<file path="src/rtl/stream_demux_pkg.sv">
// Shared types and constants for the 1-to-2 stream demultiplexer.
package stream_demux_pkg;

  // Each output FIFO holds two messages: enough for full throughput with a registered ready.
  localparam int FIFO_DEPTH = 2;

  // Occupancy count, range 0..FIFO_DEPTH.
  typedef logic [1:0] fifo_count_t;

  localparam fifo_count_t COUNT_EMPTY = 2'd0;
  localparam fifo_count_t COUNT_FULL  = 2'd2;

  // in_sel encoding.
  localparam logic SEL_OUT0 = 1'b0;
  localparam logic SEL_OUT1 = 1'b1;

endpackage

</file>
<file path="src/rtl/stream_fifo_2entry.sv">
// Two-entry val/rdy FIFO. enq_rdy depends only on registered occupancy, so there is
// no combinational path from deq_rdy back to enq_rdy; a full FIFO refuses new data
// even in a cycle where it is being drained.
module stream_fifo_2entry
  import stream_demux_pkg::*;
#(
  parameter int nbits = 8
) (
  input  logic             clk,
  input  logic             reset_n,
  input  logic             enq_val,
  output logic             enq_rdy,
  input  logic [nbits-1:0] enq_msg,
  output logic             deq_val,
  input  logic             deq_rdy,
  output logic [nbits-1:0] deq_msg
);

  logic [nbits-1:0] r_mem [FIFO_DEPTH];
  logic             r_enq_ptr;
  logic             r_deq_ptr;
  fifo_count_t      r_count;

  logic w_enq_xfer;
  logic w_deq_xfer;

  assign enq_rdy    = (r_count != COUNT_FULL);
  assign deq_val    = (r_count != COUNT_EMPTY);
  assign deq_msg    = r_mem[r_deq_ptr];
  assign w_enq_xfer = enq_val && enq_rdy;
  assign w_deq_xfer = deq_val && deq_rdy;

  // Storage write; payload entries carry no reset since valid is tracked by the count.
  always_ff @(posedge clk) begin
    if (w_enq_xfer) begin
      r_mem[r_enq_ptr] <= enq_msg;
    end
  end

  // Pointer and occupancy update; simultaneous enq and deq leaves the count unchanged.
  always_ff @(posedge clk or negedge reset_n) begin
    if (!reset_n) begin
      r_enq_ptr <= 1'b0;
      r_deq_ptr <= 1'b0;
      r_count   <= COUNT_EMPTY;
    end else begin
      if (w_enq_xfer) begin
        r_enq_ptr <= ~r_enq_ptr;
      end
      if (w_deq_xfer) begin
        r_deq_ptr <= ~r_deq_ptr;
      end
      case ({w_enq_xfer, w_deq_xfer})
        2'b10:   r_count <= r_count + 2'd1;
        2'b01:   r_count <= r_count - 2'd1;
        default: r_count <= r_count;
      endcase
    end
  end

endmodule

</file>
<file path="src/rtl/stream_param_1to2_demux.sv">
// 1-to-2 stream demultiplexer: each accepted input message is steered by in_sel into
// a private 2-entry FIFO per output, so a stalled output never blocks the other one.
module stream_param_1to2_demux
  import stream_demux_pkg::*;
#(
  parameter int nbits = 8
) (
  input  logic             clk,
  input  logic             reset_n,
  input  logic             in_val,
  output logic             in_rdy,
  input  logic [nbits-1:0] in_msg,
  input  logic             in_sel,
  output logic             out0_val,
  input  logic             out0_rdy,
  output logic [nbits-1:0] out0_msg,
  output logic             out1_val,
  input  logic             out1_rdy,
  output logic [nbits-1:0] out1_msg
);

  logic [1:0]       w_enq_val;
  logic [1:0]       w_enq_rdy;
  logic [1:0]       w_deq_val;
  logic [1:0]       w_deq_rdy;
  logic [nbits-1:0] w_deq_msg [2];
  logic             w_sel_rdy;

  // Only the FIFO named by in_sel sees the valid; the other stays untouched.
  assign w_enq_val[0] = in_val && (in_sel == SEL_OUT0);
  assign w_enq_val[1] = in_val && (in_sel == SEL_OUT1);
  assign w_deq_rdy    = {out1_rdy, out0_rdy};

  // Ready follows the selected FIFO's registered fullness; held low while reset is asserted.
  always_comb begin
    w_sel_rdy = w_enq_rdy[0];
    if (in_sel == SEL_OUT1) begin
      w_sel_rdy = w_enq_rdy[1];
    end
    in_rdy = reset_n && w_sel_rdy;
  end

  genvar gi;
  generate
    for (gi = 0; gi < 2; gi++) begin : g_out_fifo
      stream_fifo_2entry #(
        .nbits (nbits)
      ) u_fifo (
        .clk     (clk),
        .reset_n (reset_n),
        .enq_val (w_enq_val[gi]),
        .enq_rdy (w_enq_rdy[gi]),
        .enq_msg (in_msg),
        .deq_val (w_deq_val[gi]),
        .deq_rdy (w_deq_rdy[gi]),
        .deq_msg (w_deq_msg[gi])
      );
    end
  endgenerate

  assign out0_val = w_deq_val[0];
  assign out0_msg = w_deq_msg[0];
  assign out1_val = w_deq_val[1];
  assign out1_msg = w_deq_msg[1];

endmodule

</file>
<file path="config.mk">
export PLATFORM = sky130hd
export DESIGN_NAME = stream_param_1to2_demux
export DESIGN_NICKNAME = d
export VERILOG_FILES = /design/src/rtl/stream_demux_pkg.sv /design/src/rtl/stream_fifo_2entry.sv /design/src/rtl/stream_param_1to2_demux.sv
export SDC_FILE = /design/constraint.sdc
export NUM_CORES = 1
export LEC_CHECK = 0
export CAP_MARGIN = 10
export CORE_ASPECT_RATIO = 0.75
export CORE_UTILIZATION = 30
export DETAILED_ROUTE_END_ITERATION = 8
export DONT_BUFFER_PORTS = 1
export HOLD_SLACK_MARGIN = 0.1
export PLACE_DENSITY_LB_ADDON = 0.3
export SLEW_MARGIN = 20
export SYNTH_ARGS = -nofsm -noshare
export SYNTH_HDL_FRONTEND = slang
export SYNTH_SLANG_ARGS = --single-unit
</file>
<file path="constraint.sdc">
create_clock -name clk -period 1.7 [get_ports clk]
set_input_delay 0.51 -clock clk [delete_from_list [all_inputs] [get_ports clk]]
set_output_delay 0.51 -clock clk [all_outputs]
set_load 0.01 [all_outputs]
</file>
==> results_dict.tcl, run 1 <==
set metrics [dict create \
    dp_slack_ps 108 \
    cts_tree "yes" \
    min_period_ps 1700 \
    cellPowerDensity_nw_per_um2 1720 \
    port_buffers 0 \
    fin_skew_ps 6.03 \
    crit_start "g_out_fifo[0].u_fifo.r_deq_ptr" \
    grt_pass1_vias 813 \
    final_common_cell "edfxtp_1" \
    drt_iter0_drc 20 \
    critPathArrivalTime_ps 1190 \
    ys_seq_area_share_pct 74.0 \
    insertion_delay_ps 290 \
    drive_above_1_share_pct 39.3 \
    grt-ovfl-total 0 \
    finalNonFillerCells 167 \
    slew_viol_final 0 \
    synth-seq-cells 40 \
    ant_nets 0 \
    setup_viol 0 \
    initial_core_util_pct 31.7 \
    finalHoldWorstSlack_ps 310 \
    antenna_found_initial 0 \
    cap_violations 0 \
    vias 753 \
    max_freq_mhz 590 \
    grt_usage_pct 11.7 \
    syn_area_um2 1570 \
    synth_area_per_cell_um2 17.8 \
    grt_pass1_wl_um 4490 \
    rsz0062_at_grt "yes" \
    path_class "flop to output pin" \
    syn_inst 88 \
    critPathRequiredTime_ps 1190 \
    worstReg2RegStart "g_out_fifo[1].u_fifo.r_count[0]" \
    crit_fanout 5 \
    ioPinCount 33 \
    cp-end-kind "output pin" \
    diodes 0 \
    die_h_um 64.6 \
    clk_pin_slew_ps 80 \
    finalHoldViolations 0 \
    wl_per_cell_um 17.2 \
    min_from "in_msg[4]" \
    route.detailed.drc 0 \
    core_um2 4950 \
    area_delta_synth_final_pct 23.5 \
    synth_nets 104 \
    peakVddDrop_uv 648 \
    layout_setup_ws_ps 4.40 \
    worst_slew_pin_slew_ps 384 \
    min_period_over_period_pct 99.7 \
    cts_buffers 5 \
    final_cell_mix "edfxtp_1, mux2_4, buf_4" \
    yosysWarnings 0 \
    final_core_util_pct 39.1 \
    slew_headroom_pct 74.3 \
    dp.cells 150 \
    die_x_um 85.5 \
    rows 22 \
    ys_types 16 \
    status "completed" \
    first_pass_iters 4 \
    p_leak_uw 0.000749 \
    die-area_um2 5530 \
    cts.path.max_buffers 2 \
    min_path_type "input port to flop" \
    hpwl_um 1820 \
    clock-root-buffer "clkbuf_8" \
    cts_sinks 40 \
    critPathLaunchType "flop" \
    drt_wl_total_um 2880 \
    via_per_inst 4.51 \
    gp_congestion 0.621 \
    nNetsFinal 122 \
    grt_max_degree 15 \
    h-tree-depth 2 \
]
==> path summary, 6_finish.rpt <==
path	to	slack (ps)	cells after the start
max	out0_msg[3]	4	2
min	g_out_fifo[1].u_fifo.r_mem[1][4]	310	0
max reg2reg	g_out_fifo[1].u_fifo.r_count[1]	100	5
min reg2reg	g_out_fifo[1].u_fifo.r_count[1]	490	1
max in group asynchronous	g_out_fifo[0].u_fifo.r_deq_ptr	840	1
min in group asynchronous	g_out_fifo[0].u_fifo.r_count[1]	570	1
==> sequential cells by signal, indices dropped and copies added (netlist names) <==
signal and cells:
g_out_fifo.u_fifo.r_count 4, g_out_fifo.u_fifo.r_deq_ptr 2, g_out_fifo.u_fifo.r_mem 32, g_out_fifo.u_fifo.r_enq_ptr 2
==> Yosys cell counts <==
library cell | n | area (µm²)
or2_1 | 2 | 12.5
mux2_2 | 16 | 180
dfrtp_1 | 8 | 200
xor2_1 | 4 | 35.0
inv_1 | 2 | 7.51
edfxtp_1 | 32 | 961
mux2i_1 | 1 | 10.0
nor2b_1 | 1 | 6.26
buf_2 | 2 | 10.0
and2_4 | 2 | 17.5
nand3b_2 | 1 | 11.3
ha_1 | 2 | 25.0
xnor2_1 | 6 | 52.6
nor2_1 | 6 | 22.5
nand2b_1 | 2 | 12.5
nand3_1 | 1 | 5.00
==> final cells by class <==
cell class	count	area, µm²
Fill cell	467	3020
Inverter	2	7.51
Sequential cell	40	1160
Clock inverter	3	47.5
Tap cell	60	75.1
Clock buffer	5	68.8
Timing Repair Buffer	13	123
Multi-Input combinational cell	44	453
==> metal layers <==
layer / vias to the layer above / GRT usage (%) / share of wire (%)
li1: 351 / - / -
met4: 0 / 4.38 / 0.87
met2: 25 / 18.9 / 47
met5: - / 0 / 0
met1: 372 / 13.6 / 44
met3: 5 / 5.73 / 8.2
==> critical path, cell delays in order, from the launching register on <==
cell and delay [ps]:
dfrtp_2 430, buf_8 150, mux2_4 320
==> power by group <==
part | switching [µW] | total, µW | internal, µW
logic | 532 | 1160 | 624
clock network | 335 | 777 | 442
registers | 119 | 1390 | 1280
==> stage by stage <==
step / total power (µW) / cell area, µm² / TNS (ps)
after floorplan: 2050 / 1570 / 0
after global placement: 2200 / 1660 / 0
after detailed placement: 2230 / 1660 / 0
after CTS: 3150 / 1830 / -57.8
after global routing: 3530 / 1940 / -454
final: 3330 / 1940 / 0
==> kinds of logic after synthesis <==
kind of cell | Yosys count | synth area share (%)
muxes | 17 | 12.1
adders and majority gates | 2 | 1.59
xor gates and xnor gates | 10 | 5.58
buffers and inverters | 4 | 1.12
and+or+nand+nor | 15 | 5.58
DFF | 40 | 74.0
==> what timing repair did <==
action                                  4_1_cts  5_1_grt
hold endpoints to repair                      8        0
endpoints found under the setup margin       16       18
pin swaps                                     0        1
hold buffers                                  1        0
setup buffers                                 5        3
gates resized for setup                       5       22
(Power assumes the default switching activity.)
==> run 2, diff against run 1 <==
--- a/config.mk
+++ b/config.mk
@@ -11,7 +11,7 @@
 export DETAILED_ROUTE_END_ITERATION = 8
 export DONT_BUFFER_PORTS = 1
 export HOLD_SLACK_MARGIN = 0.1
-export PLACE_DENSITY_LB_ADDON = 0.3
+export PLACE_DENSITY = 0.52
 export SLEW_MARGIN = 20
 export SYNTH_ARGS = -nofsm -noshare
 export SYNTH_HDL_FRONTEND = slang
==> run 2 against run 1 <==
  * Final cell count rose by 1.2%
  * Worst setup slack better by 12 ps
  * Design area rose by 0.39%
  * Register-to-register slack better by 30 ps
  * Flip-flop and latch count unchanged
  * Clock-buffer cell count increased by 1
  * Non-clock buffer count grew 2
  * Largest cell class unchanged
  * Highest routed layer unchanged
==> results_dict.tcl, run 2 (synthesis results as in run 1) <==
set metrics [dict create \
    cts.path.max_buffers 2 \
    cts_buffers 5 \
    port_buffers 0 \
    grt_pass1_wl_um 4280 \
    die-area_um2 5530 \
    core_um2 4950 \
    tns_ps 0 \
    h-tree-depth 2 \
    vias 757 \
    via_per_inst 4.48 \
    hold_depth 0 \
    min_period_over_period_pct 99.0 \
    multi_input_area_um2 448 \
    power_frac_clock_pct 24.4 \
    stdcell_area_um2 1950 \
    cp-end-kind "output pin" \
    die_h_um 64.6 \
    hold_end "g_out_fifo[0].u_fifo.r_mem[1][7]" \
    worstReg2RegStart "g_out_fifo[1].u_fifo.r_count[0]" \
    reg2reg_to "g_out_fifo[1].u_fifo.r_count[1]" \
    crit_fanout 5 \
    grt_pass1_vias 865 \
    slew_headroom_pct 75.3 \
    reg_top3 "g_out_fifo.u_fifo.r_mem: 32 flops, g_out_fifo.u_fifo.r_count: 4 flops" \
    rsz0062_at_grt "yes" \
    critPathArrivalTime_ps 1170 \
    grt_usage_pct 11.1 \
    critPathLaunchType "flop" \
    largest_reg_flops 32 \
    cts_sinks 40 \
    grt-ovfl-total 0 \
    p_switching_uw 943 \
    finalHoldViolations 0 \
    grt_max_degree 14 \
    first_pass_iters 3 \
    drive_above_1_share_pct 41.3 \
    die_x_um 85.5 \
    peakVddDrop_uv 650 \
    route.detailed.drc 0 \
    p_sw_share_pct 28.4 \
    ant_nets 0 \
    path_class "flop to output pin" \
    setup_viol 0 \
    cap_violations 0 \
    worst_slew_pin_slew_ps 369 \
    ioPinCount 33 \
    critPathRequiredTime_ps 1190 \
    drt_wl_total_um 2680 \
    slew_viol_final 0 \
    seqCellArea_um2 1160 \
    clk_pin_slew_ps 80 \
    drt_iter0_drc 14 \
    r2r_slack_ps 130 \
    total_power_uw 3310 \
    hpwl_um 1840 \
    fin_skew_ps 6.55 \
    rows 22 \
    place_area_um2 1680 \
    antenna_found_initial 0 \
    min_from "in_msg[7]" \
    fillers 477 \
    clock-root-buffer "clkbuf_8" \
    p_int_uw 2370 \
    wl_per_cell_um 15.9 \
    initial_core_util_pct 31.7 \
    p_comb_share_pct 33.7 \
    p_leak_uw 0.000753 \
    status "completed" \
    cellPowerDensity_nw_per_um2 1700 \
    final_common_cell "edfxtp_1" \
    final_cell_mix "edfxtp_1, mux2_4, buf_4" \
    min_path_type "input port to flop" \
    gp_congestion 0.656 \
    diodes 0 \
    min_period_ps 1680 \
    insertion_delay_ps 290 \
    cts_tree "yes" \
    max_freq_mhz 594 \
    r2r_cells 5 \
    nNetsFinal 124 \
    area_delta_synth_final_pct 24.0 \
    largest_register "g_out_fifo.u_fifo.r_mem" \
    power_frac_seq_pct 41.9 \
]
==> run 2: cell types whose count changed in the layout (fill, tap and decap cells not counted) <==
cell and change:
clkbuf_8 +1, or2_1 -1, or2_4 +1, mux2_2 +2, buf_4 +3, clkinv_4 -1
buf_8 -1, mux2_4 -2
==> run 2: repair_timing <==
action,CTS,global route
pin swaps,0,1
gates resized for setup,5,20
hold buffers,1,0
buffers inserted,5,3
setup endpoints to repair,16,18
hold endpoints to repair,8,0
==> run 2: routing by layer <==
layer / global-route usage (%) / vias up / routed length [µm]
li1: - / 357 / -
met5: 0 / - / 0
met3: 5.10 / 6 / 172
met2: 16.5 / 23 / 1210
met1: 13.5 / 371 / 1250
met4: 5.63 / 0 / 46
==> run 2: per-stage QoR <==
stage                     hold slack [ps]  utilization (%)  worst slack [ps]  std cells
after floorplan                       214                -               200         88
after global placement                215             33.9               154        152
after detailed placement              215             33.9               139        152
after CTS                             297             37.3             -13.0        166
after global routing                  289             39.3             -26.9        169
final                                 309             39.3              16.5        169
==> run 2: worst max-delay path by stage <==
stage | slack [ps] | start | cells past startpoint | to
final | 20 | g_out_fifo[1].u_fifo.r_deq_ptr | 2 | out1_msg[7]
after global routing | -30 | g_out_fifo[1].u_fifo.r_deq_ptr | 2 | out1_msg[7]
after CTS | -10 | g_out_fifo[1].u_fifo.r_deq_ptr | 2 | out1_msg[7]
after detailed placement | 140 | g_out_fifo[0].u_fifo.r_count[1] | 5 | g_out_fifo[0].u_fifo.r_count[1]
after global placement | 150 | g_out_fifo[1].u_fifo.r_deq_ptr | 1 | out1_msg[7]
after floorplan | 200 | in_sel | 2 | g_out_fifo[0].u_fifo.r_mem[1][0]
==> run 2: cell type report <==
type	count	area share, %
flip-flops and latches	40	59.8
inverters	2	0.386
well taps	60	3.86
multi-input cells	44	23.0
repair buffers	15	6.69
clock buffers	6	4.24
clock inverters	2	1.99
==> run 2: critical path, stage by stage, from the launching register on <==
cell and delay [ps]:
dfrtp_2 420, buf_6 140, mux2_4 320
==> run 2: power by group through the flow <==
stage | Sequential, µW | Clock [µW] | Combinational, µW
3_3_place_gp | 1470 | 0 | 729
4_1_cts | 1380 | 834 | 948
3_5_place_dp | 1480 | 0 | 743
5_1_grt | 1410 | 874 | 1220
2_1_floorplan | 1370 | 0 | 688
6_report | 1390 | 808 | 1120
==> run 3, diff against run 2 <==
--- a/config.mk
+++ b/config.mk
@@ -6,7 +6,6 @@
 export NUM_CORES = 1
 export LEC_CHECK = 0
 export CAP_MARGIN = 10
-export CORE_ASPECT_RATIO = 0.75
 export CORE_UTILIZATION = 30
 export DETAILED_ROUTE_END_ITERATION = 8
 export DONT_BUFFER_PORTS = 1
==> run 3 against run 2 <==
  * First-iteration DRC count is 29% higher
  * Wire length down 3.0%
  * Clock power decreased by 9.3%
  * Largest power group unchanged
  * Clock skew fell by 4.3 ps
  * Critical endpoint is now out1_msg[0]
  * Sequential power is essentially flat
  * Global-route usage decreased by 0.45 points
  * Flip-flop and latch count unchanged
  * Sequential share of layout area up 2.9 points
==> results_dict.tcl, run 3 (synthesis results as in run 1) <==
set metrics [dict create \
    power_frac_clock_pct 23.7 \
    via_per_inst 4.45 \
    cp-end-kind "output pin" \
    vias 765 \
    clk_pin_slew_ps 70 \
    final_common_cell "edfxtp_1" \
    slew_headroom_pct 76.0 \
    critPathRequiredTime_ps 1190 \
    insertion_delay_ps 280 \
    hpwl_um 1740 \
    hold_depth 0 \
    crit_chain "buf_6 > mux2_2" \
    p_int_uw 2210 \
    clock-root-buffer "clkbuf_8" \
    rows 25 \
    grt-ovfl-total 0 \
    final_cell_mix "edfxtp_1, mux2_2, buf_4" \
    grt_max_degree 13 \
    cap_violations 0 \
    min_period_ps 1670 \
    total_power_uw 3100 \
    max_stage_delay_ps 380 \
    reg_top3 "g_out_fifo.u_fifo.r_mem: 32 flops, g_out_fifo.u_fifo.r_count: 4 flops" \
    p_leak_uw 0.000671 \
    slew_viol_final 0 \
    tns_ps 0 \
    power_frac_seq_pct 44.7 \
    cts_buffers 5 \
    slowest_stage "dfrtp_2" \
    finalHoldWorstSlack_ps 320 \
    setup_viol 0 \
    grt_pass1_wl_um 3970 \
    area_delta_synth_final_pct 18.3 \
    die_x_um 74.3 \
    finalHoldViolations 0 \
    worstReg2RegStart "g_out_fifo[0].u_fifo.r_count[1]" \
    critPathLaunchType "flop" \
    die_h_um 74.3 \
    crit_start "g_out_fifo[1].u_fifo.r_deq_ptr" \
    ant_nets 0 \
    largest_register "g_out_fifo.u_fifo.r_mem" \
    min_period_over_period_pct 98.5 \
    cts_sinks 40 \
    max_freq_mhz 597 \
    min_path_type "input port to flop" \
    nNetsFinal 120 \
    p_switching_uw 890 \
    rsz0062_at_grt "yes" \
    fin_skew_ps 2.26 \
    grt_usage_pct 10.6 \
    grt_pass1_vias 816 \
    worst_slew_pin_slew_ps 359 \
    fillers 495 \
    port_buffers 0 \
    drive_above_1_share_pct 36.2 \
    gp_congestion 0.693 \
    cts.path.max_buffers 2 \
    antenna_found_initial 0 \
    wl_per_cell_um 15.1 \
    r2r_cells 5 \
    initial_core_util_pct 32.2 \
    min_from "in_msg[7]" \
    drt_wl_total_um 2600 \
    path_class "flop to output pin" \
    h-tree-depth 2 \
    core_um2 4880 \
    ioPinCount 33 \
    p_sw_share_pct 28.7 \
    status "completed" \
    critPathArrivalTime_ps 1160 \
    diodes 0 \
    drt_iter0_drc 18 \
    crit_fanout 5 \
    peakVddDrop_uv 743 \
    largest_reg_flops 32 \
    die-area_um2 5520 \
    route.detailed.drc 0 \
    p_comb_share_pct 31.6 \
    final_core_util_pct 38.1 \
    first_pass_iters 2 \
    cts_tree "yes" \
    cellPowerDensity_nw_per_um2 1670 \
]
run 3: layout make-up:
cell class / instances / area, µm² / share of cell area (%)
tap: 67 / 83.8 / 4.51
clock inverter: 2 / 35.0 / 1.89
inverter: 2 / 7.51 / 0.404
sequential: 40 / 1160 / 62.7
multi-input combinational: 44 / 398 / 21.4
clock buffer: 6 / 72.6 / 3.91
timing repair buffer: 11 / 96.3 / 5.19
run 3: routing by layer:
metal / global-route usage [%] / routed length [µm] / vias up / part of all wire [%]
li1: - / - / 346 / -
met1: 10.8 / 1030 / 386 / 39
met2: 19.2 / 1330 / 27 / 51
met3: 4.74 / 207 / 6 / 8.0
met4: 3.77 / 38 / 0 / 1.5
met5: 0 / 0 / - / 0
run 3: stage by stage:
step           cell area (µm²)  cells  setup WS (ps)
3_5_place_dp              1670    157           94.4
5_1_grt                   1860    172          -15.6
4_1_cts                   1840    172           4.75
6_report                  1860    172           25.1
3_3_place_gp              1670    157            116
2_1_floorplan             1570     88            200
run 3: critical path: cells and delay by family, from the launching register on:
kind	cells	cell delay, ps
flip-flops	1	380
multiplexers	1	370
buffers and inverters	1	130
run 3: path summary, 6_finish.rpt:
check | to | slack, ps
min | g_out_fifo[1].u_fifo.r_mem[0][7] | 320
max reg2reg | g_out_fifo[0].u_fifo.r_count[1] | 90
max in group asynchronous | g_out_fifo[0].u_fifo.r_deq_ptr | 850
max | out1_msg[0] | 30
min in group asynchronous | g_out_fifo[1].u_fifo.r_count[1] | 570
min reg2reg | g_out_fifo[1].u_fifo.r_enq_ptr | 500
run 3: timing repair:
| action | in CTS | in global routing |
|---|---|---|
| endpoints found under the hold margin | 8 | 0 |
| resized for setup | 5 | 4 |
| buffers inserted | 6 | 0 |
| hold buffers | 1 | 0 |
| endpoints found under the setup margin | 16 | 10 |
run 3: power groups by stage:
| stage | sequential, µW | clock [µW] | combinational (µW) |
|---|---|---|---|
| after floorplan | 1370 | 0 | 688 |
| after global placement | 1480 | 0 | 721 |
| after detailed placement | 1480 | 0 | 741 |
| after CTS | 1380 | 757 | 976 |
| after global routing | 1410 | 799 | 1060 |
| final | 1390 | 733 | 979 |
